`src/rtl/uart_tx_port_if.sv`:
```
// Write-strobe / status bundle between the LC-3 address decoder and the UART transmitter.
// The decoder side is the master. The transmitter responds as the slave and drives the serial line.
interface uart_tx_port_if;
  logic        LD_UARTDR;
  logic        LD_UARTSR;
  logic [15:0] BUS;
  logic [15:0] UARTSR;
  logic        TXD;
  logic        UART_IRQ;
  logic [1:0]  dbg_state;

  modport master (
    output LD_UARTDR, LD_UARTSR, BUS,
    input  UARTSR, TXD, UART_IRQ, dbg_state
  );

  modport slave (
    input  LD_UARTDR, LD_UARTSR, BUS,
    output UARTSR, TXD, UART_IRQ, dbg_state
  );
endinterface

```
`src/rtl/uart_tx_port.sv`:
```
// Memory-mapped 8N1 UART transmitter for the LC-3 I/O space.
// A UARTDR store starts a frame. UARTSR reports {READY, IE, OVR} and takes the IE / OVR-clear writes.
module uart_tx_port #(
  parameter int unsigned CLK_DIV = 5208
) (
  input  logic          clk,
  input  logic          reset,
  uart_tx_port_if.slave io
);

  localparam int unsigned DIV_W = (CLK_DIV < 2) ? 1 : $clog2(CLK_DIV);
  localparam logic [DIV_W-1:0] DIV_MAX = DIV_W'(CLK_DIV - 1);

  typedef enum logic [1:0] {
    S_IDLE  = 2'd0,
    S_START = 2'd1,
    S_DATA  = 2'd2,
    S_STOP  = 2'd3
  } state_t;

  state_t           state;
  logic [7:0]       shift;
  logic [2:0]       bitcnt;
  logic [DIV_W-1:0] divcnt;
  logic             ready;
  logic             ie;
  logic             ovr;
  logic             txd;

  logic bit_end;
  logic ovr_set;
  logic ovr_clr;
  logic unused_bus_bits;

  // Handshake: LD_UARTDR / LD_UARTSR are single-cycle write strobes with no backpressure.
  // Software must poll READY before a UARTDR store. A store while READY=0 is dropped and flagged in OVR.
  assign bit_end = (divcnt == DIV_MAX);
  assign ovr_set = io.LD_UARTDR & ~ready;
  assign ovr_clr = io.LD_UARTSR & io.BUS[13];

  assign unused_bus_bits = ^{io.BUS[15], io.BUS[12:8]};

  always_ff @(posedge clk or posedge reset) begin
    if (reset) begin
      state  <= S_IDLE;
      shift  <= 8'h00;
      bitcnt <= 3'd0;
      divcnt <= '0;
      ready  <= 1'b1;
      ie     <= 1'b0;
      ovr    <= 1'b0;
      txd    <= 1'b1;
    end else begin
      if (io.LD_UARTSR) begin
        ie <= io.BUS[14];
      end
      // An overrun in the same cycle as a write-1-to-clear leaves OVR set.
      ovr <= ovr_set | (ovr & ~ovr_clr);

      case (state)
        S_IDLE: begin
          txd <= 1'b1;
          if (io.LD_UARTDR) begin
            shift  <= io.BUS[7:0];
            ready  <= 1'b0;
            divcnt <= '0;
            bitcnt <= 3'd0;
            txd    <= 1'b0;
            state  <= S_START;
          end
        end

        S_START: begin
          if (bit_end) begin
            divcnt <= '0;
            txd    <= shift[0];
            state  <= S_DATA;
          end else begin
            divcnt <= divcnt + DIV_W'(1);
          end
        end

        S_DATA: begin
          if (bit_end) begin
            divcnt <= '0;
            if (bitcnt == 3'd7) begin
              txd   <= 1'b1;
              state <= S_STOP;
            end else begin
              shift  <= shift >> 1;
              bitcnt <= bitcnt + 3'd1;
              txd    <= shift[1];
            end
          end else begin
            divcnt <= divcnt + DIV_W'(1);
          end
        end

        S_STOP: begin
          if (bit_end) begin
            divcnt <= '0;
            ready  <= 1'b1;
            state  <= S_IDLE;
          end else begin
            divcnt <= divcnt + DIV_W'(1);
          end
        end

        default: begin
          state <= S_IDLE;
          ready <= 1'b1;
          txd   <= 1'b1;
        end
      endcase
    end
  end

  assign io.UARTSR    = {ready, ie, ovr, 13'b0};
  assign io.UART_IRQ  = ready & ie;
  assign io.TXD       = txd;
  assign io.dbg_state = state;

endmodule

```
`src/flat_wrapper.sv`:
```
// flat-port wrapper written by rule: the top's interface ports become plain ports
module uart_tx_port_flat 
#(
  parameter int unsigned CLK_DIV = 5208
)
  (clk, reset, io_LD_UARTDR, io_LD_UARTSR, io_BUS, io_UARTSR, io_TXD, io_UART_IRQ, io_dbg_state);
  uart_tx_port_if io_i ();
  input  logic clk;
  input  logic reset;
  input wire logic [$bits(io_i.LD_UARTDR)-1:0] io_LD_UARTDR;
  input wire logic [$bits(io_i.LD_UARTSR)-1:0] io_LD_UARTSR;
  input wire logic [$bits(io_i.BUS)-1:0] io_BUS;
  output wire logic [$bits(io_i.UARTSR)-1:0] io_UARTSR;
  output wire logic [$bits(io_i.TXD)-1:0] io_TXD;
  output wire logic [$bits(io_i.UART_IRQ)-1:0] io_UART_IRQ;
  output wire logic [$bits(io_i.dbg_state)-1:0] io_dbg_state;
  assign io_i.LD_UARTDR = io_LD_UARTDR;
  assign io_i.LD_UARTSR = io_LD_UARTSR;
  assign io_i.BUS = io_BUS;
  assign io_UARTSR = io_i.UARTSR;
  assign io_TXD = io_i.TXD;
  assign io_UART_IRQ = io_i.UART_IRQ;
  assign io_dbg_state = io_i.dbg_state;
  uart_tx_port #(.CLK_DIV(CLK_DIV)) u_core (.clk(clk), .reset(reset), .io(io_i));
endmodule
```
`config.mk`:
```
export PLATFORM = sky130hd
export DESIGN_NAME = uart_tx_port_flat
export DESIGN_NICKNAME = d
export VERILOG_FILES = /design/src/rtl/uart_tx_port_if.sv /design/src/rtl/uart_tx_port.sv /design/src/flat_wrapper.sv
export SDC_FILE = /design/constraint.sdc
export NUM_CORES = 1
export LEC_CHECK = 0
export ABC_AREA = 1
export BUFFER_PORTS_ARGS = -buffer_cell sky130_fd_sc_hd__buf_2
export CORE_UTILIZATION = 56
export CTS_BUF_LIST = sky130_fd_sc_hd__clkbuf_2 sky130_fd_sc_hd__clkbuf_4 sky130_fd_sc_hd__clkbuf_8
export CTS_CLUSTER_SIZE = 30
export DETAILED_ROUTE_END_ITERATION = 12
export HOLD_SLACK_MARGIN = 0.08
export MAX_ROUTING_LAYER = met4
export PLACE_DENSITY = 0.85
export SLEW_MARGIN = 20
export SYNTH_ARGS = -nofsm -noshare
export SYNTH_HDL_FRONTEND = slang
export SYNTH_SLANG_ARGS = --single-unit
```
`constraint.sdc`:
```
create_clock -name clk -period 1.8 [get_ports clk]
set_input_delay 0.36 -clock clk [delete_from_list [all_inputs] [get_ports clk]]
set_output_delay 0.36 -clock clk [all_outputs]
set_load 0.01 [all_outputs]
```
# --- Word level (Yosys, flattened, before mapping) ---
# Cells that the tools add are included.
op_classes:
  add_sub_neg: 2
  n_mul: 0
  div: 0
  order_cmp: 0
  n_eq_ne: 11
  shift: 0
  mux: 25
  n_bitwise: 7
  reduce_logical: 9
ops:
  columns: ["op", "n"]
  rows:
  - ["2-to-1 mux 13 bit", 2]
  - ["case mux 13 bit (2 select lines)", 1]
  - ["2-to-1 mux 8 bit", 3]
  - ["case mux 8 bit (2 select lines)", 1]
  - ["adder 13 x 1 -> 13 bit, second input constant", 1]
  - ["equality test 13 bit, second input constant", 1]
  - ["2-to-1 mux 2 bit", 5]
  - ["2-to-1 mux 3 bit", 3]
  - ["!= test 2 x 1 -> 1 bit, second input constant", 4]
  - ["case mux 2 bit (4 select lines)", 1]
  - ["2-to-1 mux 1 bit", 6]
  - ["case mux 3 bit (2 select lines)", 1]
  - ["AND reduction 3 bit", 2]
  - ["AND reduction 5 bit", 1]
  - ["AND 1 bit", 4]
  - ["equality test 2 bit, second input constant", 2]
  - ["!= test 2 bit, second input constant", 2]
  - ["AND reduction 4 bit", 1]
  - ["nonzero test 2 bit", 2]
  - ["adder 3 x 1 -> 3 bit, second input constant", 1]
  - ["equality test 3 bit, second input constant", 1]
  - ["case mux 1 bit (3 select lines)", 1]
  - ["nonzero test 3 bit", 1]
  - ["OR reduction 3 bit", 1]
  - ["other kinds (5)", 6]
totals:
  ff_bits: 30
  latch_bits: 0
  ram_bits: 0
  mem_bits_ro: 0
  in_bits: 20
  n_memories: 0

# --- Logic depth before layout (Yosys ltp) ---
# Gate-level depths: netlist of the first run.
depth:
  word_depth: 4
  depth_mapped: 10

# --- Worst setup path after synthesis of the first run ---
# No wires, ideal clock.
synth_timing:
  kind: "flip-flop to flip-flop"
  startpoint: "register u_core.state[0], in the netlist u_core.io.dbg_state[0]"
  endpoint: "register u_core.bitcnt[0]"
  setup_time_ns: 0.117
  t_arrival_ns: 1.497
  path_slack_ns: 0.185
  stages_incl_launch_ff: 10
  period_less_slack_ns: 1.615
  cell_sequence: "dfrtp_1 -> inv_1 -> ha_1 -> inv_2 -> or2_1 -> o21ai_2 -> nand3_2 -> buf_6 -> nand2_1 -> nand2_1"
synth_via:
  elab_chain_cells: 3
  word_cells_on_any_way: 8
  cone_classes: "eq/ne: 4; mux: 1; reduce/logical: 3"
synth_lines:
  columns: ["element", "line_no", "text"]
  rows:
  - ["start, declared", "uart_tx_port.sv:21", "state_t state;"]
  - ["start signal, assigned", "uart_tx_port.sv:45", "state <= S_IDLE;"]
  - ["start signal, assigned", "uart_tx_port.sv:69", "state <= S_START;"]
  - ["start signal, assigned", "uart_tx_port.sv:77", "state <= S_DATA;"]
  - ["equality test 2 bit or zero test 2 bit (tied branches)", "uart_tx_port.sv:60", "case (state)"]
  - ["!= test 2 bit (no line), or another cell as far along", null, null]
  - ["AND reduction 4 bit (no line)", null, null]
  - ["end signal, assigned", "uart_tx_port.sv:91", "bitcnt <= bitcnt + 3'd1;"]
  - ["end, declared", "uart_tx_port.sv:23", "logic [2:0] bitcnt;"]
# Several ways; a longest one is shown, not always the timed one.
# A chain may end at the register's enable or synchronous reset.

# --- Worst setup path after layout of the first run ---
layout_timing:
  startpoint: "register u_core.bitcnt[0]"
  endpoint: "register u_core.shift[6]"
layout_via:
  elab_chain_cells: 3
layout_lines:
  columns: ["element", "line_no", "text"]
  rows:
  - ["equality test 3 bit", "uart_tx_port.sv:86", "if (bitcnt == 3'd7) begin"]
  - ["!= test 2 bit (no line)", null, null]
  - ["AND reduction 4 bit (no line)", null, null]
  - ["end signal, assigned", "uart_tx_port.sv:64", "shift <= io.BUS[7:0];"]
  - ["end signal, assigned", "uart_tx_port.sv:90", "shift <= shift >> 1;"]
  - ["end, declared", "uart_tx_port.sv:22", "logic [7:0] shift;"]
# No other way between the ends.

==> impl_table.tex, run 1 <==
\begin{tabular}{lr}
\hline
Metric & Value \\
\hline
\multicolumn{2}{l}{\textbf{Final layout}} \\
\quad Area overhead of the layout relative to synthesis & 10.8\% \\
\quad Fraction of layout cells with a size suffix above 1 & 17.8\% \\
\quad Most common library cell in the layout ignoring fill and taps & sky130\_fd\_sc\_hd\_\_nand2\_1 \\
\quad Commonest non-fill, non-tap cells in the layout & sky130\_fd\_sc\_hd\_\_nand2\_1 (81), sky130\_fd\_sc\_hd\_\_dfrtp\_1 (28), sky130\_fd\_sc\_hd\_\_inv\_1 (26), sky130\_fd\_sc\_hd\_\_nor2\_1 (20), sky130\_fd\_sc\_hd\_\_buf\_2 (20) \\
\quad Net count reported at finish & 303 \\
\quad Number of diodes & 0 \\
\quad Post-layout util & 66.7\% \\
\multicolumn{2}{l}{\textbf{Clock network}} \\
\quad Worst-case clock buffer depth & 2 \\
\quad Sinks on the clock net & 30 \\
\quad Number of buffers created by CTS & 5 \\
\quad Clock latency on the worst-skew pair & 340 ps \\
\quad H-tree depth reported by CTS & 2 \\
\quad Clock-pin slew on the worst setup and hold paths & 90 ps \\
\quad TritonCTS clock tree & yes \\
\quad Root buffer selected by CTS & sky130\_fd\_sc\_hd\_\_clkbuf\_4 \\
\multicolumn{2}{l}{\textbf{Timing}} \\
\quad Setup-failing EPs final & 0 \\
\quad Slew at the pin with the worst max-slew slack & 522 ps \\
\quad Sum of negative setup slack & 0 ps \\
\quad Max Transition Viols Final & 0 \\
\quad Period Utilization, post-route & 95.8\% \\
\quad Final number of hold-violating endpoints & 0 \\
\quad Worst clock skew & 6.15 ps \\
\quad Final setup slack of the worst path & 75.2 ps \\
\quad Max-Slew Margin vs Limit & between 60\% and 70\% \\
\quad Shortest clock period the worst path allows after layout & 1720 ps \\
\quad Highest attainable clock frequency & 580 MHz \\
\quad RSZ-0062 raised after global routing & false \\
\multicolumn{2}{l}{\textbf{Logic synthesis}} \\
\quad Share of the yosys chip area belonging to registers & 40.3\% \\
\quad Proportion of register bits with asynchronous set or reset after synthesis & 100\% \\
\quad Post-synth cell types & 27 \\
\quad Syn Std Cell Area & $\sim$0.0019 mm\^{}2 \\
\quad Mean instance size in the synthesized netlist & 7.56 um\^{}2 \\
\quad Most used DFF post-synth & sky130\_fd\_sc\_hd\_\_dfrtp\_1 \\
\quad Number of enable-type register cells in the synthesized netlist & 0 \\
\quad Register bit count reported by yosys & 30 \\
\quad Yosys warning total & 0 \\
\quad Synthesized netlist cell count & 247 \\
\multicolumn{2}{l}{\textbf{Min path}} \\
\quad Min-delay src & io\_BUS[14] \\
\quad Terminating pin of the worst hold path & u\_core.ie \\
\quad Worst hold-check path type & in2reg \\
\quad Hold path cells & 2 \\
\multicolumn{2}{l}{\textbf{Pwr}} \\
\quad Total leakage power & 0.00114 uW \\
\quad Switching power share of the total & 43.7\% \\
\quad VDD IR max & 0.000823 V \\
\quad Gate power share & 49.7\% \\
\quad Pwr dens & 1400 mW/mm\^{}2 \\
\quad Cell Int Power & 1630 uW \\
\quad Register share of total power & 35.0\% \\
\quad Net switching power & 1260 uW \\
\quad Clk network pwr share & 15.3\% \\
\multicolumn{2}{l}{\textbf{Global routing}} \\
\quad Residual overflow from global routing & 0 \\
\quad Number of antenna violations at the first check in global routing & 0 \\
\quad First-pass GRT wire length & 5780 um \\
\quad Number of global-route vias before repair & 1332 \\
\quad Overall global routing resource usage & 23.1\% \\
\quad Pin count of the biggest net entering global routing & 19 \\
\multicolumn{2}{l}{\textbf{Place}} \\
\quad Half-perimeter wire length after detailed placement & 2590 um \\
\quad Port-buffer cells & 20 \\
\quad Placer's final routability congestion estimate & 0.898 \\
\quad Placement Setup Slack & 109 ps \\
\multicolumn{2}{l}{\textbf{Floorplanning}} \\
\quad Site Rows & 20 \\
\quad Die outline area & 0.00357 mm\^{}2 \\
\quad Initial cell density of the core & 60.2\% \\
\quad X dimension of the die & about 60 um \\
\quad Top-Level Pins & 40 \\
\quad Placeable core region & around 0.0031 mm\^{}2 \\
\quad Die span in y & 59.7 um \\
\multicolumn{2}{l}{\textbf{Route}} \\
\quad Residual antenna-violating net count after detailed routing & 0 \\
\quad Remaining DRCs & 0 \\
\quad Number of DRC markers after the initial detailed-route iteration & 52 \\
\quad Vias & 1549 \\
\quad Avg WL per Cell & 11.0 um \\
\quad Vias per inst & a little under 5 \\
\quad DRT Pass-1 Iters & 4 \\
\quad Detailed-route wire length & 3520 um \\
\multicolumn{2}{l}{\textbf{Critical path}} \\
\quad Register-to-Register Setup Slack & between 70 and 80 ps \\
\quad Crit path buf inv count & 0 \\
\quad Largest driver fanout on the critical path & 11 \\
\quad Origin of the critical flop-to-flop path & u\_core.bitcnt[0] \\
\quad Count of cells along the worst register-to-register path & 7 \\
\quad Worst path max stage delay & $\sim$410 ps \\
\quad Cell type group with the largest total delay on the critical path & simple AND/OR/NAND/NOR gates \\
\quad Cell at the slowest stage of the critical path & sky130\_fd\_sc\_hd\_\_dfrtp\_1 \\
\quad Critical register-to-register path endpoint & u\_core.shift[6] \\
\quad Signal arrival time at the worst endpoint & between 1500 and 2000 ps \\
\quad Required time reported for the critical path endpoint & 2030 ps \\
\quad Worst path cell trace & ha\_1, ha\_1, or2\_1, o21ai\_2, nand3\_2, nand2\_1, nand2\_1 \\
\quad Crit Path Class & reg2reg \\
\quad CP Capture Type & flip-flop \\
\quad Sort of element at the start of the critical path & flip-flop \\
\multicolumn{2}{l}{\textbf{Status}} \\
\quad Outcome & finished, final reports clean \\
\multicolumn{2}{l}{\textbf{Run}} \\
\quad Number of max-cap violations & 0 \\
\hline
\end{tabular}
==> routing by layer <==
metal  GRT usage [%]  vias up  wire (um)
li1                -      806          -
met1            29.8      677       1650
met2            32.9       58       1610
met3            6.28        8        188
met4            12.6        0         75
met5               -        -          0
==> how the worst max path moves through the flow <==
| stage | cells after the start | to | start | slack, ps |
|---|---|---|---|---|
| 6_report | 7 | u_core.shift[6] | u_core.bitcnt[0] | 80 |
| 5_1_grt | 7 | u_core.shift[5] | u_core.bitcnt[0] | 8 |
| 4_1_cts | 7 | u_core.shift[6] | u_core.bitcnt[0] | 80 |
| 3_5_place_dp | 7 | u_core.shift[6] | u_core.bitcnt[0] | 110 |
| 3_3_place_gp | 7 | u_core.shift[4] | u_core.bitcnt[0] | 160 |
| 2_1_floorplan | 9 | u_core.bitcnt[0] | u_core.io.dbg_state[0] | 190 |
==> kinds of logic after synthesis <==
group / Yosys count / synth area share [%]
simple gates: 139 / 32.6
buf+inv: 51 / 14.4
flops: 30 / 40.3
compound gates: 10 / 3.08
fa+ha+maj: 8 / 5.36
xor+xnor: 6 / 2.81
mux: 2 / 1.14
other cells: 1 / 0.201
==> registers in the layout, indices dropped and copies added, names as in the netlist <==
name	count
u_core.divcnt	13
u_core.ovr	1
u_core.shift	8
u_core.io.dbg_state	2
u_core.ready	1
u_core.io.TXD	1
u_core.bitcnt	3
u_core.ie	1
==> cells in the mapped netlist, types with 2 or more instances <==
master	instances	share of area [%]
sky130_fd_sc_hd__nand3_2	2	1.1
sky130_fd_sc_hd__nor2_1	20	4.0
sky130_fd_sc_hd__buf_4	18	7.2
sky130_fd_sc_hd__ha_1	8	5.4
sky130_fd_sc_hd__dfrtp_1	28	38
sky130_fd_sc_hd__inv_2	2	0.40
sky130_fd_sc_hd__nand4_1	16	5.4
sky130_fd_sc_hd__buf_2	2	0.54
sky130_fd_sc_hd__dfstp_2	2	2.8
sky130_fd_sc_hd__xor2_1	6	2.8
sky130_fd_sc_hd__nor3_1	4	1.1
sky130_fd_sc_hd__nand2_1	81	16
sky130_fd_sc_hd__or2_1	2	0.67
sky130_fd_sc_hd__a21oi_1	3	0.80
sky130_fd_sc_hd__inv_1	27	5.4
sky130_fd_sc_hd__nand3_1	12	3.2
sky130_fd_sc_hd__o21ai_0	4	1.1
==> power by group through the flow <==
stage               Sequential, uW  Combinational, uW  Clock, uW
finish                        1010               1440        441
global route                  1030               1610        475
CTS                           1010               1400        453
detailed placement            1020               1400          0
global placement              1010               1340          0
floorplan                     1020               1060          0
==> per-stage QoR <==
stage	cells	hold WS, ps	cell area [um^2]	total power (uW)
floorplan	259	442	1910	2080
global placement	310	421	1990	2350
detailed placement	310	423	1990	2420
CTS	319	244	2060	2870
global route	320	250	2070	3120
finish	320	251	2070	2890
==> timing repair <==
item | CTS | global route
gates resized for setup | 0 | 1
setup endpoints to repair | 0 | 2
buffers inserted | 0 | 1
hold buffers | 1 | 0
endpoints found under the hold margin | 10 | 0
==> cell type report <==
class	instances	area, um^2
clock inverters	1	5.00
well taps	44	55.1
repair buffers	31	198
clock buffers	7	58.8
fillers	273	1030
multi-input cells	178	890
inverters	29	109
flip-flops and latches	30	753
Note: power is estimated with default switching activity, not from simulation.
==> run 2, diff against run 1 <==
--- a/config.mk
+++ b/config.mk
@@ -7,13 +7,13 @@
 export LEC_CHECK = 0
 export ABC_AREA = 1
 export BUFFER_PORTS_ARGS = -buffer_cell sky130_fd_sc_hd__buf_2
-export CORE_UTILIZATION = 56
+export CORE_UTILIZATION = 30
 export CTS_BUF_LIST = sky130_fd_sc_hd__clkbuf_2 sky130_fd_sc_hd__clkbuf_4 sky130_fd_sc_hd__clkbuf_8
 export CTS_CLUSTER_SIZE = 30
 export DETAILED_ROUTE_END_ITERATION = 12
 export HOLD_SLACK_MARGIN = 0.08
 export MAX_ROUTING_LAYER = met4
-export PLACE_DENSITY = 0.85
+export PLACE_DENSITY = 0.52
 export SLEW_MARGIN = 20
 export SYNTH_ARGS = -nofsm -noshare
 export SYNTH_HDL_FRONTEND = slang
==> impl_table.tex, run 2 (same netlist as run 1, synthesis figures left out) <==
\begin{tabular}{lr}
\hline
Metric & Value \\
\hline
\multicolumn{2}{l}{\textbf{Status}} \\
\quad Outcome & finished, final reports clean \\
\multicolumn{2}{l}{\textbf{Global routing}} \\
\quad Residual overflow from global routing & 0 (unchanged) \\
\quad Pin count of the biggest net entering global routing & 31 (+12) \\
\quad Overall global routing resource usage & 12.7\% (-10 points) \\
\quad Gr busiest metal & met2 \\
\quad GRT met2 Usage & 19.3\% (-14 points) \\
\quad Number of antenna violations at the first check in global routing & 0 (unchanged) \\
\quad Number of global-route vias before repair & 1380 (+3.6\%) \\
\quad GR met3 Demand/Resource & 3.03\% (-3.2 points) \\
\quad Met1 track demand over resource & 16.9\% (-13 points) \\
\quad First-pass GRT wire length & 6200 um (+7.4\%) \\
\multicolumn{2}{l}{\textbf{Clock network}} \\
\quad TritonCTS clock tree & yes \\
\quad H-tree depth reported by CTS & 2 (unchanged) \\
\quad Worst-case clock buffer depth & 2 (unchanged) \\
\quad Clock-pin slew on the worst setup and hold paths & 70 ps (-20 ps) \\
\quad Root buffer selected by CTS & sky130\_fd\_sc\_hd\_\_clkbuf\_8 \\
\quad Sinks on the clock net & 30 (unchanged) \\
\quad Post\_cts resized & 0 (unchanged) \\
\quad Number of hold buffers added after CTS & 0 (-1) \\
\quad Post-CTS setup repair buffer count & 0 (unchanged) \\
\quad Number of buffers created by CTS & 5 (unchanged) \\
\quad Clock latency on the worst-skew pair & 280 ps (-60 ps) \\
\multicolumn{2}{l}{\textbf{Floorplanning}} \\
\quad Site Rows & 28 (+40\%) \\
\quad X dimension of the die & 80.9 um (+35\%) \\
\quad Placeable core region & 0.00596 mm\^{}2 (+92\%) \\
\quad Die outline area & 0.00654 mm\^{}2 (+83\%) \\
\quad Initial cell density of the core & 31.3\% (-29 points) \\
\quad Die span in y & 80.9 um (+35\%) \\
\quad Top-Level Pins & 40 (unchanged) \\
\multicolumn{2}{l}{\textbf{Critical path}} \\
\quad Critical register-to-register path endpoint & u\_core.shift[6] \\
\quad Required time reported for the critical path endpoint & 1960 ps (-70 ps) \\
\quad Signal arrival time at the worst endpoint & 1810 ps (-150 ps) \\
\quad Crit Path Class & reg2reg \\
\quad Logic depth of the worst path, buffers included & 8 (+1) \\
\quad Worst path max stage delay & 400 ps (about the same) \\
\quad Cell at the slowest stage of the critical path & sky130\_fd\_sc\_hd\_\_dfrtp\_1 \\
\quad Source of the critical timing path & u\_core.bitcnt[0] \\
\quad Count of cells along the worst register-to-register path & 8 (+1) \\
\quad Worst path cell trace & ha\_1, ha\_1, or2\_1, o21ai\_2, nand3\_2, buf\_4, nand2\_1, nand2\_1 \\
\quad CP Capture Type & flip-flop \\
\quad Origin of the critical flop-to-flop path & u\_core.bitcnt[0] \\
\quad Crit path buf inv count & 1 (+1) \\
\quad End of the critical path & u\_core.shift[6] \\
\quad Sort of element at the start of the critical path & flip-flop \\
\quad Register-to-Register Setup Slack & 150 ps (+70 ps) \\
\quad Cell type group with the largest total delay on the critical path & simple AND/OR/NAND/NOR gates \\
\quad Largest driver fanout on the critical path & 7 (-4) \\
\multicolumn{2}{l}{\textbf{Final layout}} \\
\quad Final cell count without fillers & 353 (+10\%) \\
\quad Net count reported at finish & 305 (+0.66\%) \\
\quad Number of diodes & 0 (unchanged) \\
\quad Most flops, register & u\_core.divcnt \\
\quad Leading registers by flop count & u\_core.divcnt: 13 flops, u\_core.shift: 8 flops, u\_core.bitcnt: 3 flops \\
\quad Number of filler instances in the final layout & 646 (+140\%) \\
\quad Area of combinational cells with multiple inputs & 890 um\^{}2 (unchanged) \\
\quad Most common library cell in the layout ignoring fill and taps & sky130\_fd\_sc\_hd\_\_nand2\_1 \\
\quad Fraction of layout cells with a size suffix above 1 & 18.3\% (+0.59 points) \\
\quad Number of flip-flops under the largest register name & 13 (unchanged) \\
\quad Area overhead of the layout relative to synthesis & 14.7\% \\
\quad Commonest non-fill, non-tap cells in the layout & sky130\_fd\_sc\_hd\_\_nand2\_1 (81), sky130\_fd\_sc\_hd\_\_dfrtp\_1 (28), sky130\_fd\_sc\_hd\_\_inv\_1 (27), sky130\_fd\_sc\_hd\_\_nor2\_1 (20), sky130\_fd\_sc\_hd\_\_buf\_2 (20) \\
\quad Footprint of the flip-flops and latches & 753 um\^{}2 (unchanged) \\
\multicolumn{2}{l}{\textbf{Timing}} \\
\quad Sum of negative setup slack & 0 ps (unchanged) \\
\quad Final number of hold-violating endpoints & 0 (unchanged) \\
\quad Worst clock skew & 8.85 ps (+2.70 ps) \\
\quad Period Utilization, post-route & 91.8\% (-4.1 points) \\
\quad Final setup slack of the worst path & 148 ps (+73.1 ps) \\
\quad RSZ-0062 raised after global routing & false \\
\quad Shortest clock period the worst path allows after layout & 1650 ps (-73.1 ps) \\
\quad Highest attainable clock frequency & 605 MHz (+4.4\%) \\
\quad Max Transition Viols Final & 0 (unchanged) \\
\quad Setup-failing EPs final & 0 (unchanged) \\
\multicolumn{2}{l}{\textbf{Route}} \\
\quad Vias per inst & 4.33 (-11\%) \\
\quad Remaining DRCs & 0 (unchanged) \\
\quad Residual antenna-violating net count after detailed routing & 0 (unchanged) \\
\quad DRT Pass-1 Iters & 4 (unchanged) \\
\quad Vias & 1528 (-1.4\%) \\
\quad Detailed-route wire length & 3650 um (+3.6\%) \\
\quad Avg WL per Cell & 10.3 um (-6.1\%) \\
\quad Number of DRC markers after the initial detailed-route iteration & 68 (+31\%) \\
\multicolumn{2}{l}{\textbf{Pwr}} \\
\quad Pwr dens & 1430 mW/mm\^{}2 (+2.2\%) \\
\quad Total leakage power & 0.00116 uW (+1.7\%) \\
\quad VDD IR max & 0.000598 V (-27\%) \\
\multicolumn{2}{l}{\textbf{Place}} \\
\quad Placement Setup Slack & 167 ps (+57.6 ps) \\
\quad Port-buffer cells & 20 (unchanged) \\
\quad Half-perimeter wire length after detailed placement & 2660 um (+2.5\%) \\
\quad Post-placement cell count & 345 (+11\%) \\
\quad Placer's final routability congestion estimate & 0.801 (-11\%) \\
\multicolumn{2}{l}{\textbf{Min path}} \\
\quad Worst hold-check path type & in2async \\
\multicolumn{2}{l}{\textbf{Run}} \\
\quad Number of max-cap violations & 0 (unchanged) \\
\hline
\end{tabular}
run 2: metal layers:
layer / share of wire [%] / routed length, um / up-vias
li1: - / - / 807
met5: 0 / 0 / -
met3: 3.5 / 128 / 5
met2: 43 / 1560 / 29
met1: 53 / 1930 / 687
met4: 0.79 / 29 / 0
run 2: area by class of cell:
cell class	instances	share of cell area, %
multi-input combinational	178	41.6
sequential	30	35.2
timing repair buffer	33	9.23
inverter	29	5.08
clock buffer	8	4.56
tap	75	4.38
run 2: through the flow:
step	hold slack [ps]	utilization, %	instance area [um^2]	power [uW]
after floorplan	442	-	1910	2080
after global placement	460	34.3	2040	2480
after detailed placement	462	34.3	2040	2490
after CTS	171	35.9	2140	3090
after global routing	189	35.9	2140	3340
final	154	35.9	2140	3050
run 2: worst min-delay path: cells and delay by family:
family,cells,cell delay (ps)
buffers and inverters,3,480
run 2: how the worst min path moves through the flow:
stage	to	slack (ps)	depth (start not counted)
finish	u_core.divcnt[9]	150	3
global route	u_core.divcnt[9]	190	3
CTS	u_core.divcnt[9]	170	3
detailed placement	u_core.shift[2]	460	2
global placement	u_core.shift[2]	460	2
floorplan	u_core.shift[0]	440	2
run 2: where the power goes:
part	internal [uW]	leakage [uW]	total, uW	switching (uW)
Sequential	889	0.000387	1010	123
Clock	342	0.0000523	586	244
Combinational	569	0.000718	1450	885
==> run 3, diff against run 2 <==
--- a/config.mk
+++ b/config.mk
@@ -14,6 +14,7 @@
 export HOLD_SLACK_MARGIN = 0.08
 export MAX_ROUTING_LAYER = met4
 export PLACE_DENSITY = 0.52
+export SETUP_SLACK_MARGIN = 0.5
 export SLEW_MARGIN = 20
 export SYNTH_ARGS = -nofsm -noshare
 export SYNTH_HDL_FRONTEND = slang
==> impl_table.tex, run 3 (same netlist as run 1, synthesis figures left out) <==
\begin{tabular}{lr}
\hline
Metric & Value \\
\hline
\multicolumn{2}{l}{\textbf{Timing}} \\
\quad RSZ-0062 raised after global routing & true \\
\quad Worst clock skew & 5.30 ps (-3.55 ps) \\
\quad Final setup slack of the worst path & 277 ps (+128 ps) \\
\quad Setup-failing EPs final & 0 (unchanged) \\
\quad Highest attainable clock frequency & 656 MHz (+8.4\%) \\
\quad Period Utilization, post-route & 84.6\% (-7.1 points) \\
\quad Shortest clock period the worst path allows after layout & 1520 ps (-128 ps) \\
\quad Max Transition Viols Final & 0 (unchanged) \\
\quad Final number of hold-violating endpoints & 0 (unchanged) \\
\quad Sum of negative setup slack & 0 ps (unchanged) \\
\multicolumn{2}{l}{\textbf{Floorplanning}} \\
\quad Die span in y & 80.9 um (unchanged) \\
\quad Placeable core region & 0.00596 mm\^{}2 (unchanged) \\
\quad Die outline area & 0.00654 mm\^{}2 (unchanged) \\
\quad X dimension of the die & 80.9 um (unchanged) \\
\quad Initial cell density of the core & 31.3\% (unchanged) \\
\quad Top-Level Pins & 40 (unchanged) \\
\quad Site Rows & 28 (unchanged) \\
\multicolumn{2}{l}{\textbf{Critical path}} \\
\quad Required time reported for the critical path endpoint & 1970 ps (about the same) \\
\quad Critical register-to-register path endpoint & u\_core.shift[5] \\
\quad Worst path cell trace & ha\_2, ha\_4, or2\_4, o21ai\_4, nand3\_4, nand2\_1, nand2\_1 \\
\quad Crit Path Class & reg2reg \\
\quad Origin of the critical flop-to-flop path & u\_core.bitcnt[1] \\
\quad Largest driver fanout on the critical path & 6 (-1) \\
\quad Signal arrival time at the worst endpoint & 1700 ps (-110 ps) \\
\quad Worst path max stage delay & 390 ps (about the same) \\
\quad Count of cells along the worst register-to-register path & 7 (-1) \\
\quad Cell at the slowest stage of the critical path & sky130\_fd\_sc\_hd\_\_dfrtp\_1 \\
\quad Cell repeated most along the worst path & sky130\_fd\_sc\_hd\_\_nand2\_1 \\
\quad Register-to-Register Setup Slack & 280 ps (+130 ps) \\
\quad CP Capture Type & flip-flop \\
\quad Sort of element at the start of the critical path & flip-flop \\
\multicolumn{2}{l}{\textbf{Final layout}} \\
\quad Number of diodes & 0 (unchanged) \\
\quad Commonest non-fill, non-tap cells in the layout & sky130\_fd\_sc\_hd\_\_nand2\_1 (70), sky130\_fd\_sc\_hd\_\_dfrtp\_1 (26), sky130\_fd\_sc\_hd\_\_inv\_1 (23), sky130\_fd\_sc\_hd\_\_buf\_4 (22) \\
\quad Number of flip-flops under the largest register name & 13 (unchanged) \\
\quad Net count reported at finish & 328 (+7.5\%) \\
\quad Area overhead of the layout relative to synthesis & 41.5\% \\
\quad Leading registers by flop count & u\_core.divcnt: 13 flops, u\_core.shift: 8 flops, u\_core.bitcnt: 3 flops \\
\quad Most common library cell in the layout ignoring fill and taps & sky130\_fd\_sc\_hd\_\_nand2\_1 \\
\quad Fraction of layout cells with a size suffix above 1 & 39.5\% (+21 points) \\
\quad Most flops, register & u\_core.divcnt \\
\multicolumn{2}{l}{\textbf{Status}} \\
\quad Outcome & finished, final reports clean \\
\multicolumn{2}{l}{\textbf{Global routing}} \\
\quad Number of antenna violations at the first check in global routing & 0 (unchanged) \\
\quad First-pass GRT wire length & 7360 um (+19\%) \\
\quad Residual overflow from global routing & 0 (unchanged) \\
\quad Overall global routing resource usage & 15.4\% (+2.7 points) \\
\quad Pin count of the biggest net entering global routing & 31 (unchanged) \\
\quad Number of global-route vias before repair & 1640 (+19\%) \\
\multicolumn{2}{l}{\textbf{Route}} \\
\quad Met1 WL & 1950 um (+1.0\%) \\
\quad Residual antenna-violating net count after detailed routing & 0 (unchanged) \\
\quad Detailed-route wire length & 4410 um (+21\%) \\
\quad Vias per inst & 4.49 (+3.8\%) \\
\quad Vias & 1689 (+11\%) \\
\quad Number of DRC markers after the initial detailed-route iteration & 86 (+26\%) \\
\quad Met2 wire length & 2240 um (+43\%) \\
\quad Avg WL per Cell & 11.7 um (+13\%) \\
\quad Remaining DRCs & 0 (unchanged) \\
\quad Met3 wire length & 172 um (+34\%) \\
\quad DRT Pass-1 Iters & 4 (unchanged) \\
\quad Top layer reached by signal wires & met4 \\
\multicolumn{2}{l}{\textbf{Clock network}} \\
\quad H-tree depth reported by CTS & 2 (unchanged) \\
\quad Number of buffers created by CTS & 5 (unchanged) \\
\quad Clock latency on the worst-skew pair & 280 ps (about the same) \\
\quad Sinks on the clock net & 30 (unchanged) \\
\quad TritonCTS clock tree & yes \\
\quad Worst-case clock buffer depth & 2 (unchanged) \\
\quad Clock-pin slew on the worst setup and hold paths & 70 ps (about the same) \\
\quad Root buffer selected by CTS & sky130\_fd\_sc\_hd\_\_clkbuf\_8 \\
\multicolumn{2}{l}{\textbf{Pwr}} \\
\quad Switching power share of the total & 41.3\% (+0.23 points) \\
\quad Register share of total power & 25.9\% (-7.3 points) \\
\quad VDD IR max & 0.000904 V (+51\%) \\
\quad Pwr dens & 1510 mW/mm\^{}2 (+5.6\%) \\
\quad Net switching power & 1640 uW (+31\%) \\
\quad Cell Int Power & 2340 uW (+30\%) \\
\quad Total leakage power & 0.00132 uW (+14\%) \\
\quad Gate power share & 59.6\% (+12 points) \\
\quad Clk network pwr share & 14.5\% (-4.7 points) \\
\multicolumn{2}{l}{\textbf{Place}} \\
\quad Placement Setup Slack & 95.3 ps (-71.8 ps) \\
\quad Port-buffer cells & 20 (unchanged) \\
\quad Placer's final routability congestion estimate & 0.793 (-1.0\%) \\
\quad Half-perimeter wire length after detailed placement & 2610 um (-1.7\%) \\
\multicolumn{2}{l}{\textbf{Min path}} \\
\quad Worst hold-check path type & in2async \\
\multicolumn{2}{l}{\textbf{Run}} \\
\quad Number of max-cap violations & 0 (unchanged) \\
\hline
\end{tabular}
## run 3: worst max path at each step
stage | startpoint | endpoint | slack (ps) | cells past startpoint
after floorplan | u_core.io.dbg_state[0] | u_core.bitcnt[0] | 300 | 9
after global placement | u_core.bitcnt[0] | u_core.bitcnt[1] | 90 | 7
after detailed placement | u_core.bitcnt[0] | u_core.bitcnt[1] | 100 | 7
after CTS | u_core.bitcnt[1] | u_core.shift[4] | 300 | 7
after global routing | u_core.io.dbg_state[0] | u_core.shift[2] | 200 | 8
final | u_core.bitcnt[1] | u_core.shift[5] | 280 | 7
## run 3: area by class of cell
cell class                      count  area, um^2
Clock inverter                      1        5.00
Sequential cell                    30         756
Tap cell                           75        93.8
Timing Repair inverter              1        6.26
Timing Repair Buffer               54         434
Fill cell                         594        3310
Multi-Input combinational cell    179        1130
Inverter                           29         121
Clock buffer                        7        90.1
## run 3: routing by layer
| layer | track usage (%) | vias up |
|---|---|---|
| li1 | - | 861 |
| met1 | 18.4 | 781 |
| met2 | 25.5 | 38 |
| met3 | 3.37 | 9 |
| met4 | 5.18 | 0 |
| met5 | - | - |
## run 3: worst max-delay path, delay by kind of cell (launching register included)
kind,cells,cell delay [ps]
compound gates,1,120
simple gates,4,550
flops,1,390
fa+ha+maj,2,350
## run 3: through the flow
| stage | hold WS [ps] | cell area (um^2) | total power, uW | util [%] | cells |
|---|---|---|---|---|---|
| global route | 183 | 2640 | 4290 | 44.3 | 376 |
| detailed placement | 468 | 2030 | 2430 | 34.0 | 337 |
| finish | 147 | 2640 | 3980 | 44.3 | 376 |
| CTS | 163 | 2550 | 3810 | 42.9 | 372 |
| floorplan | 442 | 1960 | 2170 | - | 259 |
| global placement | 460 | 2030 | 2430 | 34.0 | 337 |
## run 3: power groups by stage
stage / Combinational [uW] / Sequential (uW) / Clock, uW
2_1_floorplan: 1140 / 1030 / 0
3_3_place_gp: 1390 / 1040 / 0
3_5_place_dp: 1390 / 1040 / 0
4_1_cts: 2190 / 1020 / 602
5_1_grt: 2610 / 1050 / 631
6_report: 2370 / 1030 / 578
## run 3: what timing repair did
item | in CTS | in global routing
buffers inserted | 23 | 4
pin swaps | 23 | 11
resized for setup | 57 | 13
endpoints found under the setup margin | 31 | 33
hold buffers | 0 | 0
cloned | 4 | 0
